==> src/rtl/mux32_arbiter.sv <==
// mux32_arbiter: round-robin owner selection for a shared 32:1 mux.
// One owner at a time; at least one idle cycle between owners so the mux can
// settle. Optional forced release after MAX_HOLD cycles when the macro
// MUX32_ARBITER_TIMEOUT_EN is defined; otherwise timeout is tied low.
//
//   state | meaning
//   IDLE  | no owner, scanning req from ptr for the next grant
//   BUSY  | one owner holds the mux, waiting for done / req drop / limit

module mux32_arbiter #(
    parameter int unsigned MAX_HOLD = 16
) (
    input  logic        clk,
    input  logic        rst,
    input  logic [31:0] req,
    input  logic        done,
    output logic [31:0] grant,
    output logic [4:0]  select,
    output logic        valid,
    output logic        timeout
);

    typedef enum logic {
        IDLE = 1'b0,
        BUSY = 1'b1
    } state_t;

    state_t     state, state_next;
    logic [4:0] ptr, ptr_next;
    logic [4:0] select_next;
    logic       found;
    logic [4:0] pick;
    logic [4:0] idx;
    logic       normal_release;
    logic       rel_now;

    generate
        if (MAX_HOLD < 2 || MAX_HOLD > 255) begin : g_bad_hold
            $error("mux32_arbiter: MAX_HOLD must be within 2..255");
        end
    endgenerate

    // Round-robin scan: first set req bit at ptr, ptr+1, ... wrapping at 32.
    always_comb begin
        found = 1'b0;
        pick  = ptr;
        idx   = '0;
        for (int i = 0; i < 32; i++) begin
            idx = ptr + 5'(i);
            if (!found && req[idx]) begin
                found = 1'b1;
                pick  = idx;
            end
        end
    end

    // done or a dropped request both end the transfer; done in IDLE is ignored.
    assign normal_release = (state == BUSY) && (done || !req[select]);

`ifdef MUX32_ARBITER_TIMEOUT_EN
    logic [7:0] hold_cnt;
    logic       forced_release;

    // Forced release only when no normal release happens in the same cycle.
    assign forced_release = (state == BUSY) && !normal_release &&
                            (hold_cnt == 8'(MAX_HOLD - 1));
    assign rel_now        = normal_release || forced_release;

    // Hold counter: cleared on grant, counts cycles spent in BUSY.
    always_ff @(posedge clk or negedge rst) begin
        if (!rst) begin
            hold_cnt <= '0;
        end else if (state == IDLE) begin
            hold_cnt <= '0;
        end else begin
            hold_cnt <= hold_cnt + 8'd1;
        end
    end

    // Timeout pulse is high for the single cycle after a forced release edge.
    always_ff @(posedge clk or negedge rst) begin
        if (!rst) begin
            timeout <= 1'b0;
        end else begin
            timeout <= forced_release;
        end
    end
`else
    assign rel_now = normal_release;
    assign timeout = 1'b0;
`endif

    // Next-state and pointer/select update.
    always_comb begin
        state_next  = state;
        ptr_next    = ptr;
        select_next = select;
        unique case (state)
            IDLE: begin
                if (found) begin
                    state_next  = BUSY;
                    select_next = pick;
                end
            end
            BUSY: begin
                if (rel_now) begin
                    state_next = IDLE;
                    ptr_next   = select + 5'd1;
                end
            end
            default: state_next = IDLE;
        endcase
    end

    // State, pointer and select registers.
    always_ff @(posedge clk or negedge rst) begin
        if (!rst) begin
            state  <= IDLE;
            ptr    <= '0;
            select <= '0;
        end else begin
            state  <= state_next;
            ptr    <= ptr_next;
            select <= select_next;
        end
    end

    // Outputs decode straight from registers so reset clears them at once.
    assign valid = (state == BUSY);
    assign grant = valid ? (32'd1 << select) : 32'd0;

endmodule

==> config.mk <==
export PLATFORM = sky130hd
export DESIGN_NAME = mux32_arbiter
export DESIGN_NICKNAME = d
export VERILOG_FILES = /design/src/rtl/mux32_arbiter.sv
export SDC_FILE = /design/constraint.sdc
export NUM_CORES = 1
export LEC_CHECK = 0
export ABC_AREA = 1
export CORE_ASPECT_RATIO = 1.2
export CORE_UTILIZATION = 35
export DETAILED_ROUTE_END_ITERATION = 8
export GPL_TIMING_DRIVEN = 1
export PLACE_DENSITY_LB_ADDON = 0.08
export REMOVE_ABC_BUFFERS = 1
export SYNTH_ARGS = -nofsm -noshare
export SYNTH_HDL_FRONTEND = slang
export SYNTH_SLANG_ARGS = --single-unit
==> constraint.sdc <==
create_clock -name clk -period 11.15 [get_ports clk]
set_input_delay 3.345 -clock clk [delete_from_list [all_inputs] [get_ports clk]]
set_output_delay 3.345 -clock clk [all_outputs]
set_load 0.005 [all_outputs]
==> results.cfg <==
[outcome]
status = completed

[global_route]
grt_use_total = 0.294
antenna_found_initial = 0
grt_max_degree = 40
grt_pass1_vias = 6724
grt_pass1_wl_um = 36400
grt_overflow = 0

[critical_path]
cp_num_cells = 37
cp_num_buf_inv = 1
crit_fanout = 11
critical_path_arrival_ns = 8.08
r2r_cells = 39
worst_ep_required_time_ns = 11.28
worst_path_largest_cell_delay_ns = 0.55
worst_setup_path_start_kind = input pin
crit_path_end_kind = register
cp_top_family = simple AND/OR/NAND/NOR gates
cp_slowest_cell = o21ai_1
criticalPathCategory = in -> reg

[placement]
gp_congestion = 0.988
hpwl_um = 18200
port_buffers = 72

[sta]
fmax_ghz = 0.126
slew_headroom = 0.340
setup_viol = 0
setup_tns_ns = 0
drv_slew = 0
period_share = 0.713
finalHoldViolCount = 0
finClkSkew_ns = 0.00257
tightest_slew_ns = 0.990
finalCriticalPeriod_ns = 7.95
grt_setup_unrepaired = no

[floorplan]
num_rows = 49
initial_core_util = 0.360
ios = 74
die_x_um = 116
die-area_mm2 = 0.0160
dieHeight_um = 138
placeableCoreArea_mm2 = 0.0151

[layout]
multiInputGateArea_mm2 = 0.00434
regArea_um2 = 275
final_common_cell = nand2_1
fillCellCount = 1760
drive_gt1_frac = 0.0676
nNetsFinal = 1178
n_antenna_cell = 0
final_cell_mix = 329 x nand2_1, 194 x nand3_1, 135 x inv_1
area_delta_synth_final_pct = 16.9

[route]
viasPerCell = 5.25
drt_wl_total_um = 22800
via_count = 6967
drt_first_pass_iters = 5
wl_per_cell_um = 17.2
drc = 0
drtIter0Drc = 602
ant_nets = 0

[synthesis]
synthCells = 1075
synth_cell_type_count = 48
synth_edf_count = 0
async_flop_share = 1.00
ys_seq_area_frac = 0.0508
synth_flop_cell = dfrtp_1
syn_area_mm2 = 0.00542
synth_warnings = 0
synth_seq_cells = 11
avgSynthCellArea_um2 = 5.04

[clock_tree]
cts-root-buf = clkbuf_16
clkTransAtPathRegs_ns = 0.04
clk_latency_ns = 0.24
cts_max_level = 1
post-cts-setup-buffers = 0
cts_buffers = 3
clkSinkCount = 11
cts_buffer_depth = 2
postCtsHoldBufs = 0
post_cts_resized = 0
cts_tree = built

[hold_path]
min_path_type = reg -> reg
whs_path_depth = 2

[job]
maxCapViolCount = 0
final timing paths:
kind,slack (ns),endpoint,startpoint
min in group asynchronous,3.45,select[1],rst
worst min register to register,0.62,select[4],select[4]
worst max register to register,4.27,select[1],ptr[0]
worst min-delay path,0.62,select[4],select[4]
worst max-delay path,3.20,select[1],req[11]
max in group asynchronous,7.36,ptr[1],rst
cell type report:
cell class	count	share of cell area
clock buffers	4	0.0124
inverters	154	0.0924
multi-input cells	872	0.685
flip-flops and latches	11	0.0434
well taps	204	0.0403
repair buffers	83	0.127
routing by layer:
| layer | wire [um] | up-vias | GRT usage | share of wire |
|---|---|---|---|---|
| met1 | 9600 | 3090 | 0.364 | 0.42 |
| met5 | 0 | - | 0 | 0 |
| met2 | 11100 | 256 | 0.524 | 0.49 |
| met3 | 1140 | 65 | 0.0250 | 0.050 |
| li1 | - | 3556 | - | - |
| met4 | 926 | 0 | 0.105 | 0.041 |
per-stage QoR:
stage	util	instances	hold slack (ns)	area, um2	setup WS (ns)
after detailed placement	0.415	1324	0.606	6260	2.99
final	0.420	1328	0.622	6340	3.20
after CTS	0.420	1328	0.628	6340	3.25
after floorplan	-	1037	0.548	5190	4.07
after global routing	0.420	1328	0.664	6340	2.68
after global placement	0.415	1324	0.604	6260	3.09
synthesized netlist by cell type, types with 2 or more instances:
| cell | instances | share of area |
|---|---|---|
| ha_1 | 18 | 0.042 |
| xor2_1 | 15 | 0.024 |
| buf_2 | 15 | 0.014 |
| nand4_1 | 2 | 0.0023 |
| nor4_1 | 2 | 0.0023 |
| xor2_4 | 3 | 0.015 |
| inv_1 | 135 | 0.093 |
| buf_6 | 6 | 0.012 |
| nor2_4 | 9 | 0.019 |
| nand3_2 | 2 | 0.0037 |
| nor2_1 | 97 | 0.067 |
| dfrtp_1 | 11 | 0.051 |
| nand2_1 | 329 | 0.23 |
| o21ai_2 | 2 | 0.0032 |
| xnor2_1 | 2 | 0.0032 |
| nand2_2 | 14 | 0.016 |
| xor2_2 | 2 | 0.0060 |
| o21ai_0 | 88 | 0.081 |
| nor3_1 | 2 | 0.0018 |
| nor2_2 | 7 | 0.0081 |
| or2_1 | 2 | 0.0023 |
| mux2i_1 | 3 | 0.0055 |
| o21a_1 | 4 | 0.0055 |
| a31oi_1 | 10 | 0.012 |
| a21oi_1 | 25 | 0.023 |
| or2_0 | 3 | 0.0035 |
| inv_2 | 16 | 0.011 |
| buf_4 | 6 | 0.0083 |
| nand3_1 | 194 | 0.18 |
| o21ai_1 | 16 | 0.015 |
| clkbuf_1 | 11 | 0.0076 |
| o22ai_1 | 8 | 0.0092 |
registers in the layout, indices dropped and copies added, names as in the netlist:
signal / count
select: 5
valid: 1
ptr: 5
logic make-up (layout without fill, tap and decap cells):
kind of cell	count (synthesis)	in the layout	share of synthesized area
other	1	1	0.000692
AND/OR/NAND/NOR	668	668	0.543
adder cells (fa/ha/maj)	18	18	0.0415
XOR/XNOR	22	22	0.0487
flip-flops	11	11	0.0508
buffers and inverters	192	241	0.150
multiplexers	3	3	0.00554
AO/OA/AOI/OAI	160	160	0.159
tightest hold or removal path: stages (launching register included):
cell     delay (ns)
dfrtp_1        0.45
nand2_1        0.08
nand2_1        0.06
Power is left out: the tool's default activity adds up to more than one toggle a clock period on the data nets, which glitch-free logic cannot reach.
